**src/rtl/fifo_burst_reader_if.sv**
```systemverilog
// -----------------------------------------------------------------------------
// fifo_burst_reader_if
//   Valid/ready word stream produced by fifo_burst_reader.
//
//   M_VALID  master -> slave   word on M_DATA/M_LAST is valid
//   M_READY  slave  -> master  downstream accepts the word this cycle
//   M_DATA   master -> slave   data word (WIDTH bits)
//   M_LAST   master -> slave   final word of the burst, qualified by M_VALID
// -----------------------------------------------------------------------------
interface fifo_burst_reader_if #(
  parameter int WIDTH = 8
);
  logic             M_VALID;
  logic             M_READY;
  logic [WIDTH-1:0] M_DATA;
  logic             M_LAST;

  modport master (output M_VALID, M_DATA, M_LAST, input  M_READY);
  modport slave  (input  M_VALID, M_DATA, M_LAST, output M_READY);
endinterface

```
**src/rtl/fifo_burst_reader.sv**
```systemverilog
// -----------------------------------------------------------------------------
// fifo_burst_reader
//   Read-side engine for first-word-fall-through FIFOs. On START it pops LEN
//   words from the FIFO read port and hands them downstream on a valid/ready
//   stream, tagging the final word with M_LAST. A 2-entry output buffer keeps
//   the FIFO pop independent of downstream backpressure: REN never depends on
//   M_READY, only on registered state and EMPTY.
//
//   Ports
//     CLK       clock, rising edge
//     RST       asynchronous active-high reset
//     START     one-cycle burst request, sampled only while idle
//     LEN       burst length in words, latched when START is accepted
//     EMPTY     FIFO empty flag
//     R_DO      FIFO head word (valid while EMPTY=0)
//     REN       FIFO pop; head consumed at the edge where REN=1
//     m         output stream (master modport of fifo_burst_reader_if)
//     BUSY      high whenever a burst is in progress
//     DONE      one-cycle pulse after a burst completes
//     WORD_CNT  words handed off downstream in the current burst
// -----------------------------------------------------------------------------
module fifo_burst_reader #(
  parameter int WIDTH = 8,
  parameter int CNT_W = 16
) (
  input  logic                 CLK,
  input  logic                 RST,
  input  logic                 START,
  input  logic [CNT_W-1:0]     LEN,
  input  logic                 EMPTY,
  input  logic [WIDTH-1:0]     R_DO,
  output logic                 REN,
  fifo_burst_reader_if.master  m,
  output logic                 BUSY,
  output logic                 DONE,
  output logic [CNT_W-1:0]     WORD_CNT
);

  typedef enum logic [1:0] {
    IDLE,
    RUN,
    FLUSH
  } state_t;

  state_t           state;
  state_t           state_nxt;

  logic [CNT_W-1:0] rem;          // words still to pop in this burst
  logic [CNT_W-1:0] word_cnt;
  logic             done_q;

  // Output buffer: two {data, last} entries addressed as a tiny ring.
  logic [WIDTH-1:0] buf_data [2];
  logic             buf_last [2];
  logic             wr_ptr;
  logic             rd_ptr;
  logic [1:0]       occ;

  logic             out_valid;
  logic             head_last;
  logic             push;
  logic             pop;
  logic             start_burst;
  logic             done_set;

  assign out_valid = (occ != 2'd0);
  assign head_last = buf_last[rd_ptr];
  assign pop       = out_valid & m.M_READY;
  assign push      = REN;

  assign m.M_VALID = out_valid;
  assign m.M_DATA  = buf_data[rd_ptr];
  assign m.M_LAST  = head_last;

  assign DONE      = done_q;
  assign WORD_CNT  = word_cnt;

  // ---------------------------------------------------------------------------
  // Next-state and control decode
  // ---------------------------------------------------------------------------
  always_comb begin
    // NOTE: every output of this block gets a default first, so no path
    // through the case statement can leave a value unassigned and infer a latch.
    state_nxt   = state;
    REN         = 1'b0;
    BUSY        = (state != IDLE);
    start_burst = 1'b0;
    done_set    = 1'b0;

    case (state)
      IDLE: begin
        if (START) begin
          if (LEN != '0) begin
            start_burst = 1'b1;
            state_nxt   = RUN;
          end else begin
            // Zero-length request completes without touching the FIFO.
            done_set = 1'b1;
          end
        end
      end

      RUN: begin
        REN = !EMPTY && (rem != '0) && (occ < 2'd2);
        if (REN && (rem == CNT_W'(1))) begin
          state_nxt = FLUSH;
        end
      end

      FLUSH: begin
        // The last-tagged word is always the newest entry, so its handoff
        // also empties the buffer.
        if (pop && head_last) begin
          state_nxt = IDLE;
          done_set  = 1'b1;
        end
      end

      default: state_nxt = IDLE;
    endcase
  end

  // ---------------------------------------------------------------------------
  // State register
  // ---------------------------------------------------------------------------
  always_ff @(posedge CLK or posedge RST) begin
    // NOTE: registers use non-blocking assignments so every flop samples the
    // pre-edge values regardless of statement or process ordering.
    if (RST) begin
      state <= IDLE;
    end else begin
      state <= state_nxt;
    end
  end

  // ---------------------------------------------------------------------------
  // Burst counters and completion pulse
  // ---------------------------------------------------------------------------
  always_ff @(posedge CLK or posedge RST) begin
    if (RST) begin
      rem      <= '0;
      word_cnt <= '0;
      done_q   <= 1'b0;
    end else begin
      done_q <= done_set;
      if (start_burst) begin
        rem      <= LEN;
        word_cnt <= '0;
      end else begin
        if (push) rem      <= rem - CNT_W'(1);
        if (pop)  word_cnt <= word_cnt + CNT_W'(1);
      end
    end
  end

  // ---------------------------------------------------------------------------
  // Output buffer
  // ---------------------------------------------------------------------------
  always_ff @(posedge CLK or posedge RST) begin
    if (RST) begin
      // NOTE: the buffer storage is reset as well because M_DATA/M_LAST read
      // the head entry directly and must show zero after reset; with only two
      // entries this costs nothing meaningful.
      for (int i = 0; i < 2; i++) begin
        buf_data[i] <= '0;
        buf_last[i] <= 1'b0;
      end
      wr_ptr <= 1'b0;
      rd_ptr <= 1'b0;
      occ    <= 2'd0;
    end else begin
      if (push) begin
        buf_data[wr_ptr] <= R_DO;
        buf_last[wr_ptr] <= (rem == CNT_W'(1));
        wr_ptr           <= ~wr_ptr;
      end
      if (pop) begin
        rd_ptr <= ~rd_ptr;
      end
      case ({push, pop})
        2'b10:   occ <= occ + 2'd1;
        2'b01:   occ <= occ - 2'd1;
        default: occ <= occ;
      endcase
    end
  end

endmodule

```
**src/flat_wrapper.sv**
```systemverilog
// flat-port wrapper written by rule: the top's interface ports become plain ports
module fifo_burst_reader_flat 
#(
  parameter int WIDTH = 8,
  parameter int CNT_W = 16
)
  (CLK, RST, START, LEN, EMPTY, R_DO, REN, BUSY, DONE, WORD_CNT, m_M_VALID, m_M_DATA, m_M_LAST, m_M_READY);
  fifo_burst_reader_if #(.WIDTH(WIDTH)) m_i ();
  input  logic CLK;
  input  logic RST;
  input  logic START;
  input  logic [CNT_W-1:0] LEN;
  input  logic EMPTY;
  input  logic [WIDTH-1:0] R_DO;
  output logic REN;
  output logic BUSY;
  output logic DONE;
  output logic [CNT_W-1:0] WORD_CNT;
  output wire logic [$bits(m_i.M_VALID)-1:0] m_M_VALID;
  output wire logic [$bits(m_i.M_DATA)-1:0] m_M_DATA;
  output wire logic [$bits(m_i.M_LAST)-1:0] m_M_LAST;
  input wire logic [$bits(m_i.M_READY)-1:0] m_M_READY;
  assign m_M_VALID = m_i.M_VALID;
  assign m_M_DATA = m_i.M_DATA;
  assign m_M_LAST = m_i.M_LAST;
  assign m_i.M_READY = m_M_READY;
  fifo_burst_reader #(.WIDTH(WIDTH), .CNT_W(CNT_W)) u_core (.CLK(CLK), .RST(RST), .START(START), .LEN(LEN), .EMPTY(EMPTY), .R_DO(R_DO), .REN(REN), .m(m_i), .BUSY(BUSY), .DONE(DONE), .WORD_CNT(WORD_CNT));
endmodule
```
**config.mk**
```make
export PLATFORM = sky130hd
export DESIGN_NAME = fifo_burst_reader_flat
export DESIGN_NICKNAME = d
export VERILOG_FILES = /design/src/rtl/fifo_burst_reader_if.sv /design/src/rtl/fifo_burst_reader.sv /design/src/flat_wrapper.sv
export SDC_FILE = /design/constraint.sdc
export NUM_CORES = 1
export LEC_CHECK = 0
export CORE_MARGIN = 2
export CORE_UTILIZATION = 56
export DETAILED_ROUTE_END_ITERATION = 10
export GPL_TIMING_DRIVEN = 0
export PLACE_DENSITY = 0.86
export SYNTH_ARGS = -nofsm -noshare
export SYNTH_HDL_FRONTEND = slang
export SYNTH_SLANG_ARGS = --single-unit
```
**constraint.sdc**
```tcl
create_clock -name CLK -period 3.3 [get_ports CLK]
set_input_delay 0.66 -clock CLK [delete_from_list [all_inputs] [get_ports CLK]]
set_output_delay 0.66 -clock CLK [all_outputs]
set_load 0.05 [all_outputs]
```
==> out/summary.md, run 1 <==
The run finished with clean final reports. The tools report the first-pass GRT wire length as 12.25 mm. The floorplan step defined a die boundary enclosing 0.005851 sq mm. The mean post-synth cell area came out at 10.70 sq um.

Root buffer cell: clkbuf_8. The run gives 308 as the net count of the mapped netlist. TritonCTS built the clock tree.

The destination of the worst register-to-register timing path was u_core.occ[1]. Measured in cells, the most critical reg-to-reg path has a length of 12. Via count of the first global-routing pass: 2429. The min-delay analysis places its worst path in the category flip-flop to flip-flop. For this run, the number of standard cells in the final layout without fillers is 419. Across the run, the number of max-cap violations was 0.

In this run the worst setup path begins at EMPTY. Yosys synthesis warning count: 0. After synthesis, the netlist uses 48 different library cells. From synthesis to final layout, the design area changed by 31.34%.

Met2 capacity usage during global routing: 0.4531. STA classifies the critical path endpoint as a primary output. The clock passes through at most 2 buffers. The floorplan step defined a core boundary enclosing 0.005075 sq mm.

The tools report the normalized max-slew margin as 0.5761. The maximum number of pins on one net before global-route repair is 38, and the maximum net fanout on the critical path is 10. The wire-length estimate of the detail-placed layout is 4.922 mm.

The most common cell in the synthesized netlist is dfrtp_1. The most used flip-flop cell after synthesis is dfrtp_1. The number of enable-type register cells in the synthesized netlist works out to 0. The share of the cycle needed by the critical path after routing was 0.9809. Clock tree synthesis inserted a total of 9 buffers. Counting buffers and inverters, the worst setup path is 6 cells deep. The weighted congestion reported at the end of routability-driven placement was 0.9031; the final routed wire length divided by cell count was 17.67 um. The time the final worst path needs with I/O delays and setup is 3.237 ns, and the flip-flop and latch count after synthesis is 57.

Timing would allow up to 308.9 MHz. Count of final max-slew check failures: 0. Utilization after layout: 0.7616.

Height of the die: 76.49 um. Port buffering added 57 buffers. The sum of buffers and inverters on the critical path is 4, and the global-route congestion overflow total is 0.

The number of standard-cell rows in the floorplan was 26. The post-synthesis instance area came out at 0.002943 sq mm. The worst setup path is of the input port to primary output kind.

The beginning of the worst register-to-register path is u_core.rem[0]. At the worst endpoint, the arrival time is 2.58 ns. The first detailed-routing pass ran for 4 iterations. Cell with the biggest individual delay on the critical path: clkdlybuf4s50_1. The power density normalized to cell area was 886.8 mW/mm^2.

STA classifies the critical path startpoint as an input port. The tools report the net count of the finished layout as 378. At the pin with the least slew margin, the transition time is 0.6359 ns. Maximum single-stage delay on the critical path: 0.49 ns. The number of routed nets with antenna violations was 0; the final number of setup-violating endpoints was 0. The fraction of final layout cells sized beyond drive strength 1 is 0.1805, and the total global-route track usage is 0.2672. Across all register-to-register paths, the minimum setup slack is 0.79 ns. The met1 global-route usage was 0.3323; the required arrival time at the worst endpoint was 2.64 ns. On the critical path the largest part of the delay comes from buffers and inverters. The met3 usage was 0.06398; the DRC violation count after routing was 0.

Clock-pin slew was measured on the worst setup and hold paths at 0.07 ns. The number of antenna diodes in the final layout is 0. The share of async-settable or async-resettable flops after synthesis is 1.000, and the clock network latency to the later pin of the worst-skew pair is 0.34 ns. The run gives 0 as the number of antenna violations at the first check in global routing. Traced cell by cell, the critical path runs through clkdlybuf4s50_1 -> nor3_4 -> and2_1 -> buf_6 -> buf_2 -> clkdlybuf4s15_2. The tools report the post-detailed-placement cell area as 0.003621 sq mm. The end point of the critical path is REN.

Between clock sinks in the finished design, the worst skew comes to 0.005850 ns. Setup repair after global routing left no endpoint under its margin. The layout has 371 filler cells.

The tools report the number of clock sinks seen by CTS as 57. Startpoint of the lowest-slack hold path: u_core.buf_data[1]. The first routing iteration left 224 violations.

The starting utilization of the core area came out at 0.5799. Using the TritonRoute via totals, the vias-per-cell ratio works out to 6.057. The area fraction of the dominant cell type after synthesis was 0.4847. After routing the design area is 0.003865 sq mm. In this run the static leakage power is 1.581 nW. From left edge to right edge, the die measures 76.49 um.

The tools report the final routed wirelength across all metal layers as 7.403 mm. Yosys attributes the largest share of cell area to dfrtp_1 (48%), mux2_2 (11%), xor2_1 (3.9%). The tools report the count of boundary I/O pins as 58.

The run gives 403 as the total placed cells including tap cells. The cell count after synthesis came out at 275. The library cell with the largest summed area after synthesis was dfrtp_1. The worst-case IR drop observed on VDD is 655.8 uV.

The run gives 0 as the final-report hold violation count. In the synthesized netlist, the cells that appear most often are dfrtp_1 (57), nor2_1 (30), mux2_2 (28). The tools report the register area share after synthesis as 0.4847.

The H-tree was split into 3 levels. Most crowded layer after global routing: met2. Summing over every cut layer, the via total after detailed routing is 2538.
==> worst reg2reg max path, cell delays in order (launching register included) <==
cell and delay, ns:
dfrtp_1 0.44, inv_1 0.12, ha_1 0.26, nor4b_1 0.32, nand4_2 0.16, and2_1 0.21, buf_6 0.15, inv_2 0.08
buf_6 0.15, ha_1 0.17, xnor2_1 0.13, nor2_1 0.07, xor2_1 0.13
==> worst min-delay path by stage <==
stage | end | slack [ns] | depth (start not counted)
finish | u_core.buf_data[1] | 0.50 | 1
global route | u_core.buf_data[11] | 0.52 | 1
CTS | u_core.DONE | 0.49 | 1
detailed placement | u_core.DONE | 0.48 | 1
global placement | u_core.buf_last[0] | 0.46 | 2
floorplan | u_core.DONE | 0.44 | 1
==> logic make-up (layout without fill, tap and decap cells) <==
kind of cell / Yosys count / after routing / synth area share
and+or+nand+nor: 107 / 107 / 0.1973
adders and majority gates: 4 / 4 / 0.01701
muxes: 32 / 32 / 0.1224
AOI/OAI and AO/OA: 35 / 35 / 0.08462
DFF: 57 / 57 / 0.4847
buffers and inverters: 18 / 92 / 0.02848
xor gates and xnor gates: 22 / 22 / 0.06548
==> metal layers <==
layer	vias to the layer above	wire length (um)	share of wire
met1	1253	2948	0.40
met4	0	179	0.024
li1	1146	-	-
met5	-	0	0
met3	16	468	0.063
met2	123	3807	0.51
==> cell usage in the layout (no fill, tap or decap), drive strengths merged, types with 5 or more instances in the layout <==
master,count
nand4,11
xnor2,9
buf,6
nand3,13
nor4,8
xor2,13
o21ai,12
dfrtp,57
nand2,17
inv,10
a221o,6
clkdlybuf4s50,56
mux2,29
clkbuf,17
nor3,8
o211ai,5
nor2,31
==> state kept, by name, indices dropped and copies added (netlist names) <==
| signal | flops |
|---|---|
| u_core.DONE | 1 |
| u_core.state | 2 |
| u_core.occ | 2 |
| u_core.rem | 16 |
| u_core.buf_data | 16 |
| u_core.WORD_CNT | 16 |
| u_core.wr_ptr | 1 |
| u_core.rd_ptr | 1 |
| u_core.buf_last | 2 |
==> what timing repair did <==
action / 4_1_cts / 5_1_grt
endpoints found under the setup margin: 1 / 1
buffers inserted: 1 / 0
gates resized for setup: 4 / 0
pin swaps: 0 / 1
hold buffers: 0 / 0
==> area by class of cell <==
class	count	area, sq um	share of cell area
clock buffers	13	168.9	0.04370
repair buffers	59	599.3	0.1551
inverters	10	37.54	0.009712
well taps	70	87.58	0.02266
flip-flops and latches	57	1426	0.3691
clock inverters	2	60.06	0.01554
multi-input cells	200	1439	0.3723
plain buffers	8	46.29	0.01198
==> where the power goes <==
part	total [mW]	switching, mW	internal (mW)
clock	0.773	0.289	0.484
sequential	1.19	0.255	0.939
combinational	1.46	0.834	0.626
==> through the flow <==
stage	TNS, ns	power, mW	hold slack, ns	setup WS, ns
floorplan	0	2.187	0.4393	0.8835
global placement	-0.4769	2.557	0.4563	-0.4769
detailed placement	-0.5189	2.622	0.4792	-0.5189
CTS	0	3.416	0.4883	0.002689
global route	0	3.582	0.5183	0.03761
finish	0	3.427	0.5022	0.06299
No activity file was read; power rests on OpenSTA's default activity.
==> inputs of run 2 (changes only) <==
--- a/config.mk
+++ b/config.mk
@@ -5,6 +5,7 @@
 export SDC_FILE = /design/constraint.sdc
 export NUM_CORES = 1
 export LEC_CHECK = 0
+export CAP_MARGIN = 30
 export CORE_MARGIN = 2
 export CORE_UTILIZATION = 56
 export DETAILED_ROUTE_END_ITERATION = 10
==> results of run 2 <==
The final DEF is identical to that of run 1; final timing and power are the same.
==> inputs of run 3 (changes only) <==
==> constraint.sdc (replaced) <==
create_clock -name CLK -period 3.3 [get_ports CLK]
set_input_delay 0.66 -clock CLK [delete_from_list [all_inputs] [get_ports CLK]]
set_output_delay 0.66 -clock CLK [all_outputs]
set_load 0.1 [all_outputs]
==> run 3 against run 2 <==
  * Register-to-register slack about the same
  * Largest cell class unchanged
  * Critical path depth is the same
  * Fmax down 0.20%
  * Sequential power about the same
  * Final cell count unchanged
  * Clock power hardly changed
  * Combinational power grew 29%
==> out/summary.md, run 3 (synthesis results as in run 1) <==
Via count of the first global-routing pass: 2429. For the met2 capacity usage during global routing, the log shows 0.4531. The clock-pin slew reported for the worst setup and hold paths after clock tree synthesis came out at 0.07 ns. For this design the static power due to leakage is 1.622 nW.

The run gives 0 as the final-report hold violation count. The internal power of the cells is 2.045 mW, and the power spent charging and discharging nets is 1.795 mW. Time the final worst path needs with I/O delays and setup: 3.243 ns. After detailed routing, the number of remaining DRC violations is 0.

TritonCTS built the clock tree. The run gives 0.5799 as the starting utilization of the core area. At the placement stage, the worst setup path has a slack of -0.8504 ns. The first global-routing pass estimated 12.25 mm of wire. The total global-route track usage is 0.2672. The run finished with clean final reports.

Counting the fill cells in the layout gives 370. The kind of start point of the critical path is an input port. The maximum net fanout on the critical path works out to 10. The tree is rooted in a clkbuf_8. The run gives 26 as the number of standard-cell rows in the floorplan. Sequential group share of total power: 0.310. The top cell types in the final layout, fill and taps aside, are dfrtp_1 (57), clkdlybuf4s50_1 (53), nor2_1 (30). The tools report the register cell area after layout as 0.001426 sq mm. For the signal arrival time at the worst endpoint, the log shows 2.58 ns. The critical path is of the input port to primary output type.

The endpoint identified for the worst register-to-register timing path is u_core.occ[1]. For the pin with the worst max-slew slack, the measured transition is 0.9912 ns. The routed layout has 2511 vias.

The worst register-to-register path has a setup slack of 0.79 ns. The most critical setup path has its endpoint at REN. For the worst-skew pair, the clock arrives at the later sink with an insertion delay of 0.34 ns.

The height of the die was 76.49 um. The utilization after layout is 0.7623. For this run, the post-layout net count is 378. In this run the power density over the cells is 992.5 mW/mm^2.

The layout overhead on the synthesized area is 31.46%. The number of clock buffers added by TritonCTS is 9. The repair_antennas step left the layout with diodes totalling 0. Capturing element type of the critical path: a primary output. The switching share of power is 0.4674. The fraction of final layout cells sized beyond drive strength 1 was 0.1805; the share of the cycle needed by the critical path after routing was 0.9829.

The logs give 0 for the number of antenna violations at the first check in global routing and 0.06398 for the met3 usage. The run gives 0.489 as the part of the total power dissipated in combinational logic. After detailed routing, the total wire length is 7.353 mm. Clock skew on the completed layout was measured at 0.005565 ns.

No sink is reached through more buffers than the 2 on the longest clock path. The congestion estimate from routability-driven global placement came to 0.9031. The maximum number of pins on one net before global-route repair was 38. The tools report the total core area as 0.005075 sq mm. During placement, the flow inserted port buffers numbering 57. STA puts the critical path data required time at 2.64 ns.

Across all setup checks in the final design, the least slack found is 0.05659 ns. The run gives 0.3381 as the normalized max-slew margin. Path type of the worst min-delay path: flip-flop to flip-flop. The die covers 0.005851 sq mm. After global routing the overflow that remains totals 0. In the final layout, the multi-input gates occupy 0.001439 sq mm. Setup repair after global routing left no endpoint under its margin. The max-capacitance violation count was 0.

Detailed placement finished with a half-perimeter wire length of 4.922 mm. Dividing the detail-routed wire length by the instance count gives 17.55 um. The first TritonRoute pass finished after 5 iterations.

The H-tree was split into 3 levels. The number of clock sinks seen by CTS was 57; the die span in x was 76.49 um. The worst vdd rail ir drop was 703.4 uV; the mean number of vias per cell was 5.993. The most crowded layer after global routing is met2. The startpoint identified for the worst register-to-register timing path is u_core.rem[0]. Counting cells, the worst reg-to-reg path comes to 12. Met1 global-route usage: 0.3323.

The most critical setup path has its startpoint at EMPTY. Hold repair after CTS inserted 0 buffers. Count of final max-slew check failures: 0. Timing would allow up to 308.3 MHz.

The logs give 0 for the number of routed nets with antenna violations and 0.201 for the share of power burned in the clock network. The DRC violation total after the first TritonRoute iteration is 199. The leading cell type in the layout, fill and taps excluded was dfrtp_1. The count of boundary I/O pins is 58, and the final number of setup-violating endpoints is 0.
[run 3: cell types whose count changed in the layout (fill, tap and decap cells not counted)]
cell	previous run	this run
clkdlybuf4s50_1	56	53
dlymetal6s2s_1	0	3
buf_4	1	2
clkdlybuf4s15_2	1	0
[run 3: area by class of cell]
| class | instances | share of cell area |
|---|---|---|
| Tap cell | 70 | 0.02264 |
| Inverter | 10 | 0.009702 |
| Timing Repair Buffer | 59 | 0.1559 |
| Clock buffer | 13 | 0.04366 |
| Multi-Input combinational cell | 200 | 0.3719 |
| Sequential cell | 57 | 0.3687 |
| Clock inverter | 2 | 0.01552 |
| Buffer | 8 | 0.01197 |
[run 3: worst max-delay path, stage by stage]
cell             delay, ns
clkdlybuf4s50_1       0.49
nor3_4                0.47
and2_1                0.23
buf_6                 0.16
buf_2                 0.23
buf_4                 0.33
[run 3: worst min-delay path by stage]
stage / from / to / slack (ns) / cells past startpoint
finish: u_core.buf_last[0] / u_core.buf_last[0] / 0.50 / 2
detailed placement: u_core.state[0] / u_core.DONE / 0.48 / 1
global route: u_core.buf_data[11] / u_core.buf_data[11] / 0.52 / 1
global placement: u_core.buf_last[0] / u_core.buf_last[0] / 0.46 / 2
floorplan: u_core.state[0] / u_core.DONE / 0.44 / 1
CTS: u_core.state[0] / u_core.DONE / 0.49 / 1
[run 3: through the flow]
| step | area [sq um] | hold WS, ns | power [mW] | cells | TNS (ns) |
|---|---|---|---|---|---|
| finish | 3869 | 0.4995 | 3.840 | 419 | 0 |
| global placement | 3601 | 0.4563 | 2.978 | 402 | -0.8085 |
| global route | 3869 | 0.5183 | 3.999 | 419 | 0 |
| floorplan | 2943 | 0.4393 | 2.608 | 275 | 0 |
| CTS | 3861 | 0.4883 | 3.837 | 419 | 0 |
| detailed placement | 3621 | 0.4792 | 3.043 | 403 | -0.8504 |
[run 3: power groups by stage]
| stage | sequential [mW] | clock [mW] | combinational, mW |
|---|---|---|---|
| 3_3_place_gp | 1.16 | 0 | 1.82 |
| 5_1_grt | 1.22 | 0.811 | 1.97 |
| 4_1_cts | 1.18 | 0.771 | 1.88 |
| 6_report | 1.19 | 0.770 | 1.88 |
| 2_1_floorplan | 1.29 | 0 | 1.32 |
| 3_5_place_dp | 1.18 | 0 | 1.86 |
[run 3: metal layers]
metal / wire length, um / up-vias
li1: - / 1142
met1: 2998 / 1229
met2: 3772 / 120
met3: 399 / 20
met4: 182 / 0
met5: 0 / -
[run 3: repair_timing]
item / CTS / global route
setup buffers: 1 / 0
endpoints found under the setup margin: 1 / 3
gates resized for setup: 7 / 3
